==> src/rtl/bist_pkg.sv <==
// Shared definitions for the March BIST controller: FSM states and the
// fixed five-element March table (one bit per element, indexed by element).
package bist_pkg;

    typedef enum logic [2:0] {
        S_IDLE,
        S_SETUP,
        S_RD,
        S_WR,
        S_DONE
    } state_t;

    localparam int NUM_ELEM = 5;
    localparam logic [2:0] LAST_ELEM = 3'(NUM_ELEM - 1);

    // Bit i describes element Ei.
    // E0 up w0 | E1 up r0,w1 | E2 up r1,w0 | E3 down r0,w1 | E4 down r1,w0
    localparam logic [NUM_ELEM-1:0] ELEM_UP       = 5'b00111;
    localparam logic [NUM_ELEM-1:0] ELEM_HAS_READ = 5'b11110;
    localparam logic [NUM_ELEM-1:0] ELEM_RD_VAL   = 5'b10100;
    localparam logic [NUM_ELEM-1:0] ELEM_WR_VAL   = 5'b01010;

endpackage

==> src/rtl/bist_control_if.sv <==
// Control/status bundle between the BIST sequencer and its environment
// (start request, address counter, memory strobes).
interface bist_control_if;
    logic start;
    logic c_out;
    logic status;
    logic done;
    logic wr_en;
    logic read_en;
    logic rst_adr;
    logic pr_res_adr;
    logic enable;
    logic up_down;
    logic data_bit;

    // Sequencer side.
    modport master (
        input  start, c_out,
        output status, done, wr_en, read_en, rst_adr, pr_res_adr,
               enable, up_down, data_bit
    );

    // Environment side (start source, address counter, memory).
    modport slave (
        output start, c_out,
        input  status, done, wr_en, read_en, rst_adr, pr_res_adr,
               enable, up_down, data_bit
    );
endinterface

==> src/rtl/bist_control.sv <==
// Moore FSM sequencing a 5-element March test. Outputs decode only from the
// registered state and element index, so there is no input-to-output path.
module bist_control
    import bist_pkg::*;
(
    input  logic            clk,
    input  logic            rst,
    bist_control_if.master  bus
);

    state_t     state_q, state_d;
    logic [2:0] elem_q,  elem_d;

    logic status_o, done_o, wr_en_o, read_en_o, rst_adr_o, pr_res_adr_o;
    logic enable_o, up_down_o, data_bit_o;

    // State and element index registers.
    always_ff @(posedge clk or posedge rst) begin
        if (rst) begin
            state_q <= S_IDLE;
            elem_q  <= 3'd0;
        end else begin
            state_q <= state_d;
            elem_q  <= elem_d;
        end
    end

    // Next state: elements advance only on terminal count seen during a write.
    always_comb begin
        state_d = state_q;
        elem_d  = elem_q;
        case (state_q)
            S_IDLE, S_DONE: begin
                if (bus.start) begin
                    state_d = S_SETUP;
                    elem_d  = 3'd0;
                end
            end
            S_SETUP: state_d = ELEM_HAS_READ[elem_q] ? S_RD : S_WR;
            S_RD:    state_d = S_WR;
            S_WR: begin
                if (bus.c_out) begin
                    if (elem_q == LAST_ELEM) begin
                        state_d = S_DONE;
                    end else begin
                        state_d = S_SETUP;
                        elem_d  = elem_q + 3'd1;
                    end
                end else if (ELEM_HAS_READ[elem_q]) begin
                    state_d = S_RD;
                end
            end
            default: state_d = S_IDLE;
        endcase
    end

    // Output decode from registered state/element only.
    always_comb begin
        status_o     = 1'b0;
        done_o       = 1'b0;
        wr_en_o      = 1'b0;
        read_en_o    = 1'b0;
        rst_adr_o    = 1'b0;
        pr_res_adr_o = 1'b0;
        enable_o     = 1'b0;
        up_down_o    = 1'b0;
        data_bit_o   = 1'b0;
        case (state_q)
            S_SETUP: begin
                status_o     = 1'b1;
                up_down_o    = ELEM_UP[elem_q];
                rst_adr_o    = ELEM_UP[elem_q];
                pr_res_adr_o = ~ELEM_UP[elem_q];
            end
            S_RD: begin
                status_o   = 1'b1;
                read_en_o  = 1'b1;
                up_down_o  = ELEM_UP[elem_q];
                data_bit_o = ELEM_RD_VAL[elem_q];
            end
            S_WR: begin
                status_o   = 1'b1;
                wr_en_o    = 1'b1;
                enable_o   = 1'b1;
                up_down_o  = ELEM_UP[elem_q];
                data_bit_o = ELEM_WR_VAL[elem_q];
            end
            S_DONE:  done_o = 1'b1;
            default: ;
        endcase
    end

    assign bus.status     = status_o;
    assign bus.done       = done_o;
    assign bus.wr_en      = wr_en_o;
    assign bus.read_en    = read_en_o;
    assign bus.rst_adr    = rst_adr_o;
    assign bus.pr_res_adr = pr_res_adr_o;
    assign bus.enable     = enable_o;
    assign bus.up_down    = up_down_o;
    assign bus.data_bit   = data_bit_o;

endmodule

==> src/flat_wrapper.sv <==
// flat-port wrapper written by rule: the top's interface ports become plain ports
module bist_control_flat import bist_pkg::*;
  (clk, rst, bus_start, bus_c_out, bus_status, bus_done, bus_wr_en, bus_read_en, bus_rst_adr, bus_pr_res_adr, bus_enable, bus_up_down, bus_data_bit);
  bist_control_if bus_i ();
  input  logic clk;
  input  logic rst;
  input wire logic [$bits(bus_i.start)-1:0] bus_start;
  input wire logic [$bits(bus_i.c_out)-1:0] bus_c_out;
  output wire logic [$bits(bus_i.status)-1:0] bus_status;
  output wire logic [$bits(bus_i.done)-1:0] bus_done;
  output wire logic [$bits(bus_i.wr_en)-1:0] bus_wr_en;
  output wire logic [$bits(bus_i.read_en)-1:0] bus_read_en;
  output wire logic [$bits(bus_i.rst_adr)-1:0] bus_rst_adr;
  output wire logic [$bits(bus_i.pr_res_adr)-1:0] bus_pr_res_adr;
  output wire logic [$bits(bus_i.enable)-1:0] bus_enable;
  output wire logic [$bits(bus_i.up_down)-1:0] bus_up_down;
  output wire logic [$bits(bus_i.data_bit)-1:0] bus_data_bit;
  assign bus_i.start = bus_start;
  assign bus_i.c_out = bus_c_out;
  assign bus_status = bus_i.status;
  assign bus_done = bus_i.done;
  assign bus_wr_en = bus_i.wr_en;
  assign bus_read_en = bus_i.read_en;
  assign bus_rst_adr = bus_i.rst_adr;
  assign bus_pr_res_adr = bus_i.pr_res_adr;
  assign bus_enable = bus_i.enable;
  assign bus_up_down = bus_i.up_down;
  assign bus_data_bit = bus_i.data_bit;
  bist_control u_core (.clk(clk), .rst(rst), .bus(bus_i));
endmodule
==> config.mk <==
export PLATFORM = sky130hd
export DESIGN_NAME = bist_control_flat
export DESIGN_NICKNAME = d
export VERILOG_FILES = /design/src/rtl/bist_pkg.sv /design/src/rtl/bist_control_if.sv /design/src/rtl/bist_control.sv /design/src/flat_wrapper.sv
export SDC_FILE = /design/constraint.sdc
export NUM_CORES = 1
export LEC_CHECK = 0
export CAP_MARGIN = 20
export CORE_AREA = 2 2 39 41
export DETAILED_ROUTE_END_ITERATION = 7
export DIE_AREA = 0 0 41 43
export MAX_ROUTING_LAYER = met4
export PLACE_DENSITY = 0.62
export SLEW_MARGIN = 20
export SYNTH_ARGS = -nofsm -noshare
export SYNTH_HDL_FRONTEND = slang
export SYNTH_SLANG_ARGS = --single-unit
==> constraint.sdc <==
create_clock -name clk -period 2.2 [get_ports clk]
set_input_delay 0.44 -clock clk [delete_from_list [all_inputs] [get_ports clk]]
set_output_delay 0.44 -clock clk [all_outputs]
set_load 0.03 [all_outputs]
# Yosys cells after proc, flatten, opt, wreduce, memory -nomap -nowiden
# Memories as Yosys holds them, arrays and structs flattened.
# Index checks and enable logic that the tools add are counted.
[classes] n_addsub=1 magnitude_cmp=1 n_eq_ne=9 n_mux=22 n_bitwise=1 reduce_logical=6
[ops] cell="2-to-1 mux 3 bit" count=7
[ops] cell="2-to-1 mux 1 bit" count=12
[ops] cell="one-hot mux 3 bit (4 select lines)" count=1
[ops] cell="equality test 3 x 2 -> 1 bit (second input constant)" count=2
[ops] cell="equality test 3 bit (second input constant)" count=2
[ops] cell="inequality test 2 bit (second input constant)" count=3
[ops] cell="one-hot mux 3 bit (2 select lines)" count=1
[ops] cell="less-than comparator 3 x 4 -> 1 bit (second input constant)" count=1
[ops] cell="AND reduction 4 bit" count=1
[ops] cell="adder 3 x 1 -> 3 bit (second input constant)" count=1
[ops] cell="equality test 3 x 1 -> 1 bit (second input constant)" count=1
[ops] cell="zero test 3 bit" count=1
[ops] cell="inequality test 3 x 2 -> 1 bit (second input constant)" count=1
[ops] cell="OR reduction 3 bit" count=1
[ops] cell="one-hot mux 1 bit (2 select lines)" count=1
[ops] cell="AND reduction 2 bit" count=1
[ops] cell="nonzero test 2 bit" count=1
[ops] cell="OR reduction 2 bit" count=1
[ops] cell="NOT 1 bit" count=1
[word_totals] reg_bits=6 mem_bits_ro=32 inputBits=4 out_inout_bits=9 elab_cells=46 memories=4
[memory_table] memory="(name not given)" depth=8 word_bits=1 read_ports=1 rd_clocked_by_memory_dff=0 write_ports=0 line="bist_control.sv:71" text="up_down_o = ELEM_UP[elem_q];"
[memory_table] memory="(name not given)" depth=8 word_bits=1 read_ports=1 rd_clocked_by_memory_dff=0 write_ports=0 line="bist_control.sv:79" text="data_bit_o = ELEM_RD_VAL[elem_q];"
[memory_table] memory="(name not given)" depth=8 word_bits=1 read_ports=1 rd_clocked_by_memory_dff=0 write_ports=0 line="bist_control.sv:86" text="data_bit_o = ELEM_WR_VAL[elem_q];"
[memory_table] memory="(name not given)" depth=8 word_bits=1 read_ports=1 rd_clocked_by_memory_dff=0 write_ports=0 line="bist_control.sv:39" text="S_SETUP: state_d = ELEM_HAS_READ[elem_q] ? S_RD : S_WR;"

# Longest topological paths before layout
# Gate-level depths: netlist (run 1).
[depth] word_depth=5 ltp_mapped=5 depth_no_buf=5

# Least setup slack after synthesis (run 1)
# No wires, ideal clock.
[synth_path] path_kind="reg-to-output" start="reg u_core.elem_q[0]" end="out bus_rst_adr" arrival_time_ns=1.539 required_time_ns=1.760 slack_ns=0.221 stages_incl_launch_ff=5 n_path_buf=0 path_cell_list="dfrtp_1 > ha_1 > inv_1 > ha_1 > nor3b_1"
[synth_between] elab_chain_len=3
[synth_lines] item="from (decl)" line="bist_control.sv:12" text="logic [2:0] elem_q, elem_d;"
[synth_lines] item="from (signal assigned)" line="bist_control.sv:24" text="elem_q <= elem_d;"
[synth_lines] item="memory read (8 x 1 bit)"
[synth_lines] item="2-to-1 mux 1 bit (implied by the code)" line="bist_control.sv:72" text="rst_adr_o = ELEM_UP[elem_q];"
[synth_lines] item="2-to-1 mux 1 bit" line="bist_control.sv:68" text="case (state_q)"
[synth_lines] item="to (decl)" line="flat_wrapper.sv:13" text="output wire logic [$bits(bus_i.rst_adr)-1:0] bus_rst_adr;"
# Every way passes these cells. The select of a mux whose other input is x is not followed.

# Final worst setup path (run 1)
[layout_path] start="reg u_core.state_q[1]" end="out bus_wr_en"
[layout_between] elab_chain_len=2
[layout_lines] item="from (decl)" line="bist_control.sv:11" text="state_t state_q, state_d;"
[layout_lines] item="from (signal assigned)" line="bist_control.sv:23" text="state_q <= state_d;"
[layout_lines] item="equality test 3 x 2 -> 1 bit" line="bist_control.sv:68"
[layout_lines] item="2-to-1 mux 1 bit" line="bist_control.sv:68"
[layout_lines] item="to (decl)" line="flat_wrapper.sv:11" text="output wire logic [$bits(bus_i.wr_en)-1:0] bus_wr_en;"
# Every way passes these cells.

==> flow_summary.toml, run 1 <==
[cts]
clk_pin_slew_worst_paths_ns = 0.05
cts_buffers = 3
h-tree-depth = 1
clock_latency_ns = 0.25
post-cts-setup-buffers = 0
clk_path_buf_depth = 2
cts-root-buf = "clkbuf_4"
cts.sinks = 6
cts_tree = "done"

[critical_path]
rrSetupSlack_ns = 0.91
arrival_ns = 1.66
rr_endpoint = "u_core.elem_q[2]$_DFFE_PP0P_"
startpoint_type = "flip-flop"
critPathCaptureType = "output port"
worst_ep_required_time_ns = 1.76
timing_worst_setup_path_type = "reg -> out"
rr_worst_depth = 4
cp_max_fo = 11
critical-path-top-delay-family = "buffers and inverters"
slowest_stage = "clkdlybuf4s50_1"
rr_startpoint = "u_core.state_q[0]$_DFFE_PP0P_"
slowest_delay_ns = 0.66
critPathBufInv = 1
crit_start = "u_core.state_q[1]$_DFFE_PP0P_"
path_cells = "and3_2, clkdlybuf4s50_1"

[global_route]
track_usage_pct = 13.7
overflow = 0
antenna_found_initial = 0
grt_pass1_vias = 365
grt_first_pass_wirelength_um = 1530
grt_max_degree = 12

[synthesis]
synth.avg_cell_area_um2 = 8.71
yosys_warnings = 0
ys_seq_area_share_pct = 32.5
syn-num-nets = 61
synth_cell_types = 21
synth-edff-count = 0
synthFlopType = "dfrtp_1"
async_flop_share_pct = 100
syn_area_um2 = 462
synth-seq-cells = 6
syn_inst = 53

[final_layout]
fin_cells = 82
syn_to_final_growth_pct = 29.3
final_util_pct = 43.1
diodes = 0
n_fill_cell = 147
regArea_um2 = 150
layout-drive-gt1-share_pct = 15.2
multiInputGateArea_um2 = 251
final_nets = 76

[drt]
via_per_inst = 4.89
drc = 0
ant_nets = 0
wire_per_inst_um = 10.6
drt_iter0_drc = 2
wl_um = 872
drt_pass1_iterations = 2
dr_total_vias = 401

[worst_hold_path]
hp-class = "in -> async"

[floorplanning]
num_io_pins = 13
core-area_um2 = 1380
die_w_um = 41
die_area_um2 = 1760
die_y_um = 43
start_util_pct = 33.4
num_rows = 14

[pwr]
leakage_nw = 0.329
p_int_uw = 473
comb_power_share_pct = 64.3
pwr-share-seq_pct = 24.3
clkPwrFrac_pct = 11.4
swShare_pct = 49.7
peakVddDrop_mv = 0.482
p_per_area_nw_per_um2 = 1580
p_switching_uw = 467

[sta]
max_slew_margin_pct = 78.6
fmax_mhz = 476
tns_ns = 0
worst_slew_pin_slew_ns = 0.321
min_period_over_period_pct = 95.5
final.setup_skew_ns = 0.00345
grt_setup_unrepaired = "false"
period_minus_slack_ns = 2.10
hold_viol = 0
report.final.slew_viol_count = 0
setup_viol = 0
hold_slack_ns = 0.395

[flow_run]
cap_violations = 0

[outcome]
outcome = "finished, final reports clean"

[placed_design]
portBuffers = 12
place_inst = 79
gp_congestion = 0.752
detailed_place_hpwl_um = 703
==> routing by layer <==
metal  global-route usage [%]  part of all wire (%)
met1                     15.5                    41
met2                     19.1                    49
met3                     4.71                   6.8
met4                     10.0                   3.0
met5                        -                     0
==> worst register-to-register path, cell delays in order, from the launching register on <==
cell	delay, ns
dfrtp_1	0.44
buf_4	0.18
or3b_4	0.41
o211ai_2	0.08
nand2_1	0.06
==> worst max path at each step <==
stage / to / slack [ns] / depth (start not counted)
floorplan: bus_rst_adr / 0.22 / 4
global placement: bus_rst_adr / 0.08 / 5
detailed placement: bus_rst_adr / 0.05 / 5
CTS: bus_rst_adr / 0.06 / 5
global route: bus_wr_en / 0.009 / 2
finish: bus_wr_en / 0.1 / 2
==> per-stage QoR <==
step                setup WS, ns  power, mW  cell area, um^2
detailed placement        0.0523      0.879              579
global placement          0.0803      0.875              579
CTS                       0.0589      0.956              596
floorplan                  0.221      0.699              462
finish                    0.0988      0.940              597
global route             0.00868       1.03              597
==> what timing repair did <==
action / in CTS / in global routing
endpoints found under the setup margin: 5 / 3
gates resized for setup: 5 / 5
hold buffers: 0 / 0
==> kinds of logic after synthesis <==
| family | count (synthesis) | synth area share [%] |
|---|---|---|
| buffers and inverters | 11 | 13.0 |
| and+or+nand+nor | 24 | 29.0 |
| adders and majority gates | 4 | 10.8 |
| DFF | 6 | 32.5 |
| AOI/OAI and AO/OA | 5 | 8.13 |
| muxes | 3 | 6.50 |
==> area by class of cell <==
| cell class | count | share of cell area (%) |
|---|---|---|
| clock buffer | 3 | 3.77 |
| timing repair buffer | 13 | 20.5 |
| tap | 16 | 3.35 |
| sequential | 6 | 25.2 |
| multi-input combinational | 36 | 42.1 |
| inverter | 8 | 5.03 |
==> power groups by stage <==
stage	logic (mW)	registers, mW	clock network, mW
floorplan	0.505	0.193	0
global placement	0.647	0.227	0
detailed placement	0.649	0.230	0
CTS	0.620	0.229	0.107
global route	0.675	0.241	0.116
finish	0.605	0.229	0.107
==> layout by cell type (no fill, tap or decap) <==
master,n
a211oi_1,1
inv_1,8
dfrtp_1,6
ha_1,4
nand2_1,9
o211ai_2,1
dlymetal6s2s_1,2
clkbuf_4,3
buf_4,1
nor3_1,3
clkdlybuf4s50_1,5
clkbuf_2,1
o22ai_1,2
and2_1,1
nor2_1,3
a21oi_1,1
nand2_2,1
and3_2,2
and3b_1,1
and4b_1,1
mux2i_1,3
nand4b_1,1
or3b_4,1
dlygate4sd2_1,4
nor3b_1,1
==> flip-flops by register name, indices dropped and copies added, names as in the netlist <==
name and cells:
u_core.elem_q 3, u_core.state_q 3
==> Yosys cell counts (2+ instances only) <==
master   number  area share (%)
nand2_1       9             7.3
nor2_1        3             2.4
inv_1         8             6.5
ha_1          4              11
dfrtp_1       6              33
o22ai_1       2             2.7
buf_6         2             4.9
and3_2        2             3.3
nor3_1        3             3.3
mux2i_1       3             6.5
Note: power is estimated with default switching activity, not from simulation.
==> run 2: changes to the inputs <==
--- a/config.mk
+++ b/config.mk
@@ -7,6 +7,7 @@
 export LEC_CHECK = 0
 export CAP_MARGIN = 20
 export CORE_AREA = 2 2 39 41
+export CTS_BUF_LIST = sky130_fd_sc_hd__clkbuf_4 sky130_fd_sc_hd__clkbuf_8
 export DETAILED_ROUTE_END_ITERATION = 7
 export DIE_AREA = 0 0 41 43
 export MAX_ROUTING_LAYER = met4
==> results of run 2 <==
The final DEF is identical to that of run 1; final timing and power are the same.
==> run 3: changes to the inputs <==
--- a/config.mk
+++ b/config.mk
@@ -5,14 +5,16 @@
 export SDC_FILE = /design/constraint.sdc
 export NUM_CORES = 1
 export LEC_CHECK = 0
+export ABC_AREA = 1
 export CAP_MARGIN = 20
 export CORE_AREA = 2 2 39 41
 export CTS_BUF_LIST = sky130_fd_sc_hd__clkbuf_4 sky130_fd_sc_hd__clkbuf_8
 export DETAILED_ROUTE_END_ITERATION = 7
 export DIE_AREA = 0 0 41 43
 export MAX_ROUTING_LAYER = met4
-export PLACE_DENSITY = 0.62
+export PLACE_DENSITY = 0.66
 export SLEW_MARGIN = 20
 export SYNTH_ARGS = -nofsm -noshare
 export SYNTH_HDL_FRONTEND = slang
 export SYNTH_SLANG_ARGS = --single-unit
+export TNS_END_PERCENT = 20
==> run 3 against run 2 <==
Against the previous run: fmax is 0.26% higher; clock skew is 0.0011 ns lower; design area is 15% higher; global-route usage is 1.6 points higher; hold slack better by 0.026 ns; flip-flop and latch count stayed put; routed wire length is 25% higher.
==> flow_summary.toml, run 3 <==
[drt]
wire_per_inst_um = 9.77
drt_iter0_drc = 10
drc = 0
dr_total_vias = 518
drt_pass1_iterations = 4
wl_um = 1090
via_per_inst = 4.63
ant_nets = 0

[cts]
cts-root-buf = "clkbuf_4"
clk_pin_slew_worst_paths_ns = 0.05
cts_buffers = 3
clk_path_buf_depth = 2
h-tree-depth = 1
cts.sinks = 6
cts_tree = "done"
clock_latency_ns = 0.24
cts_hold_buffers = 0

[sta]
grt_setup_unrepaired = "false"
period_minus_slack_ns = 2.10
worst_slew_pin_slew_ns = 0.297
tns_ns = 0
max_slew_margin_pct = 80.0
hold_viol = 0
fmax_mhz = 477
report.final.slew_viol_count = 0
final.setup_skew_ns = 0.00233
min_period_over_period_pct = 95.3
hold_slack_ns = 0.422
setup_viol = 0

[global_route]
grtUsageMet2_pct = 24.1
grt_pass1_vias = 462
met1_usage_pct = 18.2
grt-busiest-layer = "met2"
antenna_found_initial = 0
grt_first_pass_wirelength_um = 1790
track_usage_pct = 15.2
met3_usage_pct = 4.71
overflow = 0
grt_max_degree = 7

[critical_path]
crit_end = "bus_wr_en"
rr_worst_depth = 8
rr_startpoint = "u_core.elem_q[0]$_DFFE_PP0P_"
arrival_ns = 1.66
timing_worst_setup_path_type = "reg -> out"
crit_start = "u_core.state_q[1]$_DFFE_PP0P_"
slowest_stage = "clkdlybuf4s50_1"
cp.depth = 4
worst_ep_required_time_ns = 1.76
rrSetupSlack_ns = 0.84
critical-path-top-delay-family = "buffers and inverters"
cp_max_fo = 6
path_cells = "nand2_2, nor2_4, buf_4, clkdlybuf4s50_1"
startpoint_type = "flip-flop"
rr_endpoint = "u_core.state_q[0]$_DFFE_PP0P_"
critPathBufInv = 2
critPathCaptureType = "output port"
slowest_delay_ns = 0.67

[synthesis]
synth_area_leaders = "dfrtp_1 (30%), nand2_1 (14%), inv_1 (12%)"
post-synth-top-area-cell = "dfrtp_1"
synth.avg_cell_area_um2 = 6.48
synth.most_common_cell = "nand2_1"
synth_top_area_share_pct = 29.7
syn-num-nets = 86
yosys-top-cells-count = "nand2_1 (19), inv_1 (16), nor2_1 (10)"
yosys_warnings = 0
synthFlopType = "dfrtp_1"
async_flop_share_pct = 100
synth-edff-count = 0
syn_inst = 78
syn_area_um2 = 505
synth-seq-cells = 6
ys_seq_area_share_pct = 29.7
synth_cell_types = 19

[floorplanning]
die_area_um2 = 1760
num_io_pins = 13
die_y_um = 43
num_rows = 14
start_util_pct = 36.5
core-area_um2 = 1380
die_w_um = 41

[placed_design]
placed_area_um2 = 671
gp_congestion = 0.825
portBuffers = 12
detailed_place_hpwl_um = 950

[final_layout]
final_nets = 106
syn_to_final_growth_pct = 36.1
layout-drive-gt1-share_pct = 15.6
diodes = 0
mostFrequentLayoutCell = "nand2_1"
biggestRegsByFlops = "u_core.elem_q: 3 flops, u_core.state_q: 3 flops"
final_area_um2 = 688
final_util_pct = 49.7
mostFrequentLayoutCells = "nand2_1 (19), inv_1 (16), nor2_1 (10)"

[worst_hold_path]
hp-class = "in -> async"

[flow_run]
cap_violations = 0

[pwr]
p_per_area_nw_per_um2 = 1400
peakVddDrop_mv = 0.511
leakage_nw = 0.383

[outcome]
outcome = "finished, final reports clean"
run 3: changes by cell type after synthesis, sizes merged, moves of 2 or more:
| cell | before | now |
|---|---|---|
| nand2 | 10 | 22 |
| inv | 8 | 17 |
| nor2 | 3 | 12 |
| nand3 | 0 | 4 |
| o21ai | 0 | 4 |
| mux2i | 3 | 0 |
| and3 | 2 | 0 |
| o22ai | 2 | 0 |
run 3: how the worst min path moves through the flow:
| stage | endpoint | slack, ns | cells after the start |
|---|---|---|---|
| final | u_core.elem_q[2]$_DFFE_PP0P_ | 0.42 | 2 |
| after floorplan | u_core.elem_q[0]$_DFFE_PP0P_ | 0.23 | 1 |
| after global placement | u_core.elem_q[1]$_DFFE_PP0P_ | 0.51 | 2 |
| after CTS | u_core.elem_q[2]$_DFFE_PP0P_ | 0.43 | 2 |
| after global routing | u_core.state_q[2]$_DFFE_PP0P_ | 0.44 | 2 |
| after detailed placement | u_core.elem_q[1]$_DFFE_PP0P_ | 0.54 | 2 |
run 3: cells by family after synthesis:
family,Yosys count,share of synthesized area [%]
AND/OR/NAND/NOR,43,38.9
buffers and inverters,19,15.1
AO/OA/AOI/OAI,6,6.44
flip-flops,6,29.7
adder cells (fa/ha/maj),4,9.90
run 3: cell type report:
type                    count  area [um^2]
flip-flops and latches      6          150
fillers                   151          696
multi-input cells          53          279
clock buffers               3         22.5
inverters                  17         63.8
repair buffers             17          153
well taps                  16         20.0
run 3: per-layer routing:
metal | wire length, um | vias to the layer above
met4 | 0 | 0
met2 | 548 | 15
met1 | 496 | 227
met3 | 49 | 0
li1 | - | 276
met5 | 0 | -
run 3: timing repair:
item                       4_1_cts  5_1_grt
setup buffers                    0        0
resized for setup                5        1
setup endpoints to repair        5        1
gates cloned                     0        0
run 3: stage by stage:
stage,power [mW],cells,worst slack (ns)
detailed placement,0.891,109,0.0603
global placement,0.883,109,0.0751
CTS,0.965,112,0.0808
global route,1.05,112,0.00212
finish,0.964,112,0.104
floorplan,0.660,78,0.0774
run 3: power by group:
group / switching (mW) / leakage, nW / internal (mW)
registers: 0.0354 / 0.0777 / 0.148
clock network: 0.0377 / 0.0138 / 0.0616
logic: 0.435 / 0.292 / 0.247
total: 0.508 / 0.383 / 0.457
